[config.mk]
export PLATFORM = sky130hd
export DESIGN_NAME = fifo18_gmii_tx_flat
export DESIGN_NICKNAME = d
export VERILOG_FILES = /design/src/rtl/fifo18_pkg.sv /design/src/rtl/fifo18_gmii_tx_if.sv /design/src/rtl/fifo18_gmii_tx.sv /design/src/flat_wrapper.sv
export SDC_FILE = /design/constraint.sdc
export NUM_CORES = 1
export LEC_CHECK = 0
export CORE_ASPECT_RATIO = 0.9
export CORE_MARGIN = 3
export CORE_UTILIZATION = 51
export CTS_CLUSTER_SIZE = 24
export DETAILED_ROUTE_END_ITERATION = 16
export HOLD_SLACK_MARGIN = 0.02
export PLACE_DENSITY = 0.77
export SLEW_MARGIN = 10
export SYNTH_ARGS = -nofsm -noshare
export SYNTH_HDL_FRONTEND = slang
export SYNTH_SLANG_ARGS = --single-unit
[constraint.sdc]
create_clock -name RdClock -period 2.2 [get_ports RdClock]
set_input_delay 0.22 -clock RdClock [delete_from_list [all_inputs] [get_ports RdClock]]
set_output_delay 0.22 -clock RdClock [all_outputs]
set_load 0.01 [all_outputs]
[src/rtl/fifo18_pkg.sv]
// Shared constants and state encoding for the 18-bit FIFO to GMII transmitter.
// FIFO18_TX_PREAMBLE_EN adds the preamble state and its constants.
package fifo18_pkg;

  localparam int unsigned LAST_BIT    = 17;
  localparam int unsigned LOVALID_BIT = 16;

`ifdef FIFO18_TX_PREAMBLE_EN
  localparam logic [7:0] PRE_BYTE = 8'h55;
  localparam logic [7:0] SFD_BYTE = 8'hD5;
  localparam logic [7:0] PRE_LEN  = 8'd8;

  typedef enum logic [2:0] {
    S_IDLE,
    S_PRE,
    S_LOAD,
    S_DATA,
    S_DRAIN,
    S_GAP
  } state_t;
`else
  typedef enum logic [2:0] {
    S_IDLE,
    S_LOAD,
    S_DATA,
    S_DRAIN,
    S_GAP
  } state_t;
`endif

endpackage

[src/rtl/fifo18_gmii_tx_if.sv]
// FIFO read port plus GMII transmit pins; master is the transmitter side.
interface fifo18_gmii_tx_if;
  logic [17:0] Q;
  logic        Empty;
  logic        RdEn;
  logic        TxEn;
  logic        TxEr;
  logic [7:0]  TxD;

  modport master (
    input  Q, Empty,
    output RdEn, TxEn, TxEr, TxD
  );

  modport slave (
    output Q, Empty,
    input  RdEn, TxEn, TxEr, TxD
  );
endinterface

[src/rtl/fifo18_gmii_tx.sv]
// Pops framed 18-bit words from the FIFO and serialises them onto GMII TX.
// Optional preamble/SFD prefix is enabled by FIFO18_TX_PREAMBLE_EN.
module fifo18_gmii_tx
  import fifo18_pkg::*;
#(
  parameter int unsigned IFG_CYCLES = 12
) (
  input  logic                    RdClock,
  input  logic                    Reset,
  fifo18_gmii_tx_if.master        bus,
  output logic [15:0]             UnderrunCnt
);

  // The IDLE cycle (and LOAD without preamble) are already idle on the wire,
  // so GAP only has to cover the remainder of the inter-frame gap.
`ifdef FIFO18_TX_PREAMBLE_EN
  localparam int unsigned START_OVH = 1;
`else
  localparam int unsigned START_OVH = 2;
`endif
  localparam logic [7:0] GAP_LOAD =
    (IFG_CYCLES > START_OVH) ? 8'(IFG_CYCLES - START_OVH) : 8'd0;
  localparam state_t END_STATE = (GAP_LOAD != 8'd0) ? S_GAP : S_IDLE;

  state_t      state;
  logic        lo_phase;
  logic        pend;
  logic [17:0] word;
  logic [7:0]  cnt;
  logic        tx_en;
  logic        tx_er;
  logic [7:0]  tx_d;
  logic [15:0] urun_cnt;
  logic        rd_en;
  logic        word_last;
  logic        word_lov;

  assign word_last = word[LAST_BIT];
  assign word_lov  = word[LOVALID_BIT];

  always_comb begin
    rd_en = 1'b0;
    if (!Reset && !bus.Empty) begin
      case (state)
        S_IDLE:  rd_en = 1'b1;
        S_DATA:  rd_en = !lo_phase && !word_last;
        S_DRAIN: rd_en = !pend;
        default: rd_en = 1'b0;
      endcase
    end
  end

  always_ff @(posedge RdClock) begin
    if (Reset) begin
      state    <= S_IDLE;
      lo_phase <= 1'b0;
      pend     <= 1'b0;
      word     <= '0;
      cnt      <= '0;
      tx_en    <= 1'b0;
      tx_er    <= 1'b0;
      tx_d     <= '0;
      urun_cnt <= '0;
    end else begin
      tx_en <= 1'b0;
      tx_er <= 1'b0;
      tx_d  <= '0;
      case (state)
        S_IDLE: begin
          if (!bus.Empty) begin
`ifdef FIFO18_TX_PREAMBLE_EN
            state <= S_PRE;
            pend  <= 1'b1;
            cnt   <= PRE_LEN - 8'd1;
            tx_en <= 1'b1;
            tx_d  <= PRE_BYTE;
`else
            state <= S_LOAD;
`endif
          end
        end
`ifdef FIFO18_TX_PREAMBLE_EN
        S_PRE: begin
          tx_en <= 1'b1;
          if (pend) begin
            word <= bus.Q;
            pend <= 1'b0;
          end
          if (cnt == 8'd0) begin
            tx_d     <= word[15:8];
            lo_phase <= 1'b0;
            state    <= S_DATA;
          end else begin
            tx_d <= (cnt == 8'd1) ? SFD_BYTE : PRE_BYTE;
            cnt  <= cnt - 8'd1;
          end
        end
`endif
        S_LOAD: begin
          word     <= bus.Q;
          tx_en    <= 1'b1;
          tx_d     <= bus.Q[15:8];
          lo_phase <= 1'b0;
          state    <= S_DATA;
        end
        // lo_phase=0: high byte on the wire, low byte being registered and
        // the next word prefetched; lo_phase=1: low byte on the wire.
        S_DATA: begin
          if (!lo_phase) begin
            lo_phase <= 1'b1;
            pend     <= rd_en;
            if (word_last && !word_lov) begin
              state <= END_STATE;
              cnt   <= GAP_LOAD;
            end else begin
              tx_en <= 1'b1;
              tx_d  <= word[7:0];
            end
          end else begin
            lo_phase <= 1'b0;
            if (word_last) begin
              state <= END_STATE;
              cnt   <= GAP_LOAD;
            end else if (pend) begin
              word  <= bus.Q;
              pend  <= 1'b0;
              tx_en <= 1'b1;
              tx_d  <= bus.Q[15:8];
            end else begin
              tx_en <= 1'b1;
              tx_er <= 1'b1;
              if (urun_cnt != '1) urun_cnt <= urun_cnt + 16'd1;
              state <= S_DRAIN;
            end
          end
        end
        S_DRAIN: begin
          if (pend) begin
            word <= bus.Q;
            pend <= 1'b0;
            if (bus.Q[LAST_BIT]) begin
              state <= END_STATE;
              cnt   <= GAP_LOAD;
            end
          end else begin
            pend <= rd_en;
          end
        end
        S_GAP: begin
          if (cnt <= 8'd1) state <= S_IDLE;
          else             cnt   <= cnt - 8'd1;
        end
        default: state <= S_IDLE;
      endcase
    end
  end

  assign bus.RdEn    = rd_en;
  assign bus.TxEn    = tx_en;
  assign bus.TxEr    = tx_er;
  assign bus.TxD     = tx_d;
  assign UnderrunCnt = urun_cnt;

endmodule
[src/flat_wrapper.sv]
// flat-port wrapper written by rule: the top's interface ports become plain ports
module fifo18_gmii_tx_flat import fifo18_pkg::*;
#(
  parameter int unsigned IFG_CYCLES = 12
)
  (RdClock, Reset, UnderrunCnt, bus_Q, bus_Empty, bus_RdEn, bus_TxEn, bus_TxEr, bus_TxD);
  fifo18_gmii_tx_if bus_i ();
  input  logic RdClock;
  input  logic Reset;
  output logic [15:0] UnderrunCnt;
  input wire logic [$bits(bus_i.Q)-1:0] bus_Q;
  input wire logic [$bits(bus_i.Empty)-1:0] bus_Empty;
  output wire logic [$bits(bus_i.RdEn)-1:0] bus_RdEn;
  output wire logic [$bits(bus_i.TxEn)-1:0] bus_TxEn;
  output wire logic [$bits(bus_i.TxEr)-1:0] bus_TxEr;
  output wire logic [$bits(bus_i.TxD)-1:0] bus_TxD;
  assign bus_i.Q = bus_Q;
  assign bus_i.Empty = bus_Empty;
  assign bus_RdEn = bus_i.RdEn;
  assign bus_TxEn = bus_i.TxEn;
  assign bus_TxEr = bus_i.TxEr;
  assign bus_TxD = bus_i.TxD;
  fifo18_gmii_tx #(.IFG_CYCLES(IFG_CYCLES)) u_core (.RdClock(RdClock), .Reset(Reset), .bus(bus_i), .UnderrunCnt(UnderrunCnt));
endmodule
==> Word level (Yosys, flattened, before mapping) <==
Cells that the tools add are included.
{ "totals": {"register_bits": 57, "input_bits": 21, "out_inout_bits": 27, "wordCells": 94} }
{ "op_classes": {"n_addsub": 2, "n_lt_le_gt_ge": 1, "eq_ne": 17, "muxes": 39, "n_bitwise": 4, "reduce_logical": 21} }
{ "op_table": {"columns": ["cell", "n"], "rows": [
  ["$mux W8", 10],
  ["$mux W18", 4],
  ["$pmux W18 S3", 1],
  ["$mux W3", 8],
  ["$pmux W8 S3", 1],
  ["$add A16 B1 Y16 const B", 1],
  ["$ne A16 B16 Y1 const B", 1],
  ["$pmux W8 S2", 1],
  ["$pmux W3 S5", 1],
  ["$reduce_and A6 Y1", 2],
  ["$reduce_and A5 Y1", 2],
  ["$mux W1", 9],
  ["$le A8 B1 Y1 const B", 1],
  ["$ne A2 B1 Y1 const B", 4],
  ["$ne A2 B2 Y1 const B", 4],
  ["$sub A8 B1 Y8 const B", 1],
  ["$eq A3 B2 Y1 const B", 2],
  ["$logic_not A1 Y1", 6],
  ["$ne A3 B3 Y1 const B", 2],
  ["$pmux W1 S2", 3],
  ["$reduce_bool A3 Y1", 2],
  ["$ne A4 B4 Y1 const B", 1],
  ["$not A1 Y1", 4],
  ["$reduce_bool A2 Y1", 2],
  ["other kinds (9)", 11]
]} }

==> Depth between registers and ports, before layout <==
{ "depth": {"ltp_word": 6, "ltp_mapped": 7} }

==> Worst setup path before layout <==
No wires, ideal clock.
{ "synth_path": {"kind": "reg2reg", "from": "register u_core.cnt[2]", "to": "register u_core.cnt[4]", "t_arrival_ps": 1644, "t_required_ps": 2057, "setup_slack_ps": 413, "path_stages_with_launch": 5, "path_buffers": 0, "path_cell_list": "dfxtp_1 or4_4 o311ai_0 or4_2 a21oi_1"} }
{ "synth_between": {"elab_chain_cells": 3, "elab_cells_between_ends": 6, "cone_classes": "1 x add/sub; 1 x order compare; 1 x eq/ne; 2 x mux; 1 x reduce/logical"} }
{ "synth_rtl": {"columns": ["item", "line_no", "text"], "rows": [
  ["start: declaration", "fifo18_gmii_tx.sv:29", "logic [7:0] cnt;"],
  ["start signal: assignment", "fifo18_gmii_tx.sv:151", "else cnt <= cnt - 8'd1;"],
  ["$sub A8 B1 Y8 or $le A8 B1 Y1 (tied branches)", "fifo18_gmii_tx.sv:151, fifo18_gmii_tx.sv:150", null],
  ["$mux W8 or $ne A2 B2 Y1 (tied branches)", null, null],
  ["$pmux W8 S3 or $reduce_and A6 Y1 (tied branches)", null, null]
]} }
Several ways; a longest one is shown, not always the timed one. The select of a mux whose other input is x is not followed.
A chain may end at the register's enable or synchronous reset.

==> Worst setup path after layout <==
Same ends and word-level chain as after synthesis.

==> summary.md <==
| Metric | Value |
|---|---|
| Fill cells | 379 |
| Outcome | finished, final reports clean |
| Critical path arrival | 2.21 ns |
| Post-synth cell types | 43 |
| DR vias | 2214 |
| CP required | 2.39 ns |
| Placed wire-length estimate | 3916 µm |
| Synth Area in Compound Gates | 0.1891 |
| Layout Nets | 343 |
| Post-synth EDFFs | 0 |
| RSZ-0062 raised after global routing | false |
| Final Power | 1884 µW |
| DR pass1 iterations | 4 |
| Initial Util | 0.5334 |
| HP Class | flip-flop to flip-flop |
| Slew margin rel. | 0.5020 |
| # clock sinks | 49 |
| Simple logic cell fraction of the synthesized area | 0.2837 |
| Horiz. Die Dim | 78.23 µm |
| Top-Level Pins | 48 |
| Peak VDD IR | 394.2 µV |
| Worst setup SP type | flip-flop |
| Gr ovfl total | 0 |
| Root Driver | clkbuf_8 |
| Main combinational cell family by area after synthesis | simple AND/OR/NAND/NOR gates |
| Layout cells sized above 1 | 0.1406 |
| Seq cells post-synth | 49 |
| Synth warn | 0 |
| Antenna-violating nets left | 0 |
| Hold Buf Count CTS | 0 |
| 1st-iter DRT viols | 185 |
| Site Rows | 23 |
| TNS Setup | 0 ns |
| Most frequent cell after synthesis | dfxtp_1 |
| Total CTS buffers | 5 |
| Total of max-cap violations | 0 |
| Port Buf Inserts | 47 |
| Final hold vios | 0 |
| Sequential area share after synthesis | 0.4096 |
| Clock Skew | 0.006900 ns |
| Initial antenna violation count | 0 |
| Top FF cell, synth | dfxtp_1 |
| Number of remaining DRC errors | 0 |
| Reg clk slew, reported paths | 0.09 ns |
| Multi-input logic area | 1328 µm² |
| Most area-consuming cells after synthesis | dfxtp_1 41%, a21oi_1 7.7%, mux2i_1 4.6%, o31ai_1 4.4%, or4_1 3.4% |
| Maximum clock insertion buffer count | 2 |
| Area Growth Syn to Fin | 27.43% |
| Worst-margin pin slew | 0.7376 ns |
| F_max | 495.1 MHz |
| Leakage | 0.001039 µW |
| XOR/XNOR Fraction of Synth Area | 0.007315 |
| Vias in the first global route | 2062 |
| Post-DR wirelength/cell | 14.64 µm |
| Clk Latency, worst-skew pair | 0.30 ns |
| Area leader, netlist | dfxtp_1 |
| Crit path kind | flip-flop to flip-flop |
| Reg area | 982.2 µm² |
| Syn nets | 296 |
| Placed instance area | 2958 µm² |
| Global-route wire length before repair | 9535 µm |
| Max Slew Vio Count | 0 |
| CORE AREA | 4489 µm² |
| Largest net degree at the start of global routing | 43 |
| Period utilisation layout | 0.9181 |
| Area of the die | 5555 µm² |
| Fin area | 3052 µm² |
| Die height | 71.01 µm |
| Min cycle time layout | 2.020 ns |
| Setup crit end kind | flip-flop |
| Final WL | 5593 µm |
| H-tree levels | 2 |
| Crit Path Max Fanout | 7 |
| Multiplexer share of the synthesized area | 0.05068 |
| Area of the mapped netlist | 2395 µm² |
| CTS tree | yes |
| Final setup fails | 0 |
| Synth top cells by count | 49 x dfxtp_1, 37 x a21oi_1, 17 x nor2_1, 14 x nand2_1, 14 x o31ai_1 |
| Total track usage | 0.2099 |
| Cells after synthesis | 272 |
| DR vias/cell | 5.796 |
| Area share of the largest cell type after synthesis | 0.4096 |
| RD Place Congestion | 0.8162 |
| Asr flop ratio synth | 0 |
| Ant. Diodes | 0 |
| Post-Synth Adder-Cell Area | 0.01567 |
| Cell Pwr Density | 617.4 nW/µm² |
| Syn avg cell area | 8.804 µm² |
==> report_power, final <==
part           leakage, µW  internal [µW]  switching (µW)
registers         0.000397            938            50.5
clock network    0.0000450            221             295
logic             0.000597            188             192
==> layer usage <==
layer	GRT usage	vias to the layer above	routed length, µm
met5	0	-	0
met4	0.08738	0	82
met3	0.04707	9	278
met2	0.3203	58	2562
met1	0.2874	1030	2669
li1	-	1117	-
==> worst max-delay path, stage by stage, from the launching register on <==
cell and delay [ns]:
dfxtp_1 0.38, or4_4 0.59, o311ai_0 0.65, or4_2 0.24, a21oi_1 0.06
==> stage by stage <==
| stage | std cells | utilization | setup slack, ns | hold WS, ns |
|---|---|---|---|---|
| CTS | 382 | 0.6781 | 0.03949 | 0.4752 |
| floorplan | 272 | - | 0.4134 | 0.3605 |
| global route | 382 | 0.6798 | 0.1056 | 0.4932 |
| finish | 382 | 0.6798 | 0.1801 | 0.4707 |
| global placement | 374 | 0.6589 | 0.2133 | 0.4572 |
| detailed placement | 374 | 0.6589 | 0.1632 | 0.4634 |
==> kinds of logic after synthesis <==
group,after synthesis
simple gates,107
mux,12
fa+ha+maj,3
compound gates,72
buf+inv,27
flops,49
xor+xnor,2
==> area by class of cell <==
class	instances	share of cell area
Tap cell	62	0.02542
Timing Repair Buffer	56	0.1771
Sequential cell	49	0.3219
Clock inverter	2	0.003280
Clock buffer	6	0.02378
Multi-Input combinational cell	196	0.4350
Inverter	11	0.01353
==> cells in the final DEF (no fill, tap or decap), types with 2 or more instances in the layout <==
cell type        Yosys  routed
dfxtp_1             49      48
nand4_2              2       2
o311ai_0             3       3
nand3b_1             2       2
nor3b_2              2       2
inv_1               11      11
a21oi_1             37      37
o41ai_1              2       2
or2_2                3       3
mux2i_1             11      11
nand2b_1             5       5
and4_1               3       3
nor3_1               4       4
o21ai_0              9       9
nand2_1             14      14
or4_1               11      11
clkdlybuf4s50_1      0      46
nand3_1              6       6
clkbuf_8             0       5
clkinv_2             0       2
nor2b_1              3       2
or3_1                4       4
o31ai_1             14      14
buf_4                0       9
nand4_1             12      12
nor2_1              17      17
or3b_2               9       9
ha_1                 3       3
or4_2                4       4
==> path summary, 6_finish.rpt <==
check,endpoint,startpoint,slack [ns],depth (start not counted)
setup / recovery,u_core.cnt[4]$_SDFFE_PP0P_,u_core.cnt[2]$_SDFFE_PP0P_,0.18,4
hold / removal,u_core.bus.TxD[6]$_SDFF_PP0_,u_core.word[6]$_SDFFE_PP0P_,0.47,2
setup reg to reg,u_core.cnt[4]$_SDFFE_PP0P_,u_core.cnt[2]$_SDFFE_PP0P_,0.18,4
hold reg to reg,u_core.bus.TxD[6]$_SDFF_PP0_,u_core.word[6]$_SDFFE_PP0P_,0.47,2
==> what timing repair did <==
item                       CTS  global route
setup endpoints to repair    1             1
setup buffers                0             0
gates cloned                 0             0
gates resized for setup      2             2
==> state kept, by name, indices dropped and copies added (netlist names) <==
signal	count
u_core.bus.TxD	8
u_core.state	3
u_core.bus.TxEn	1
u_core.cnt	8
u_core.word	10
u_core.UnderrunCnt	16
u_core.bus.TxEr	1
u_core.lo_phase	1
u_core.pend	1
Note: power is estimated with default switching activity, not from simulation.
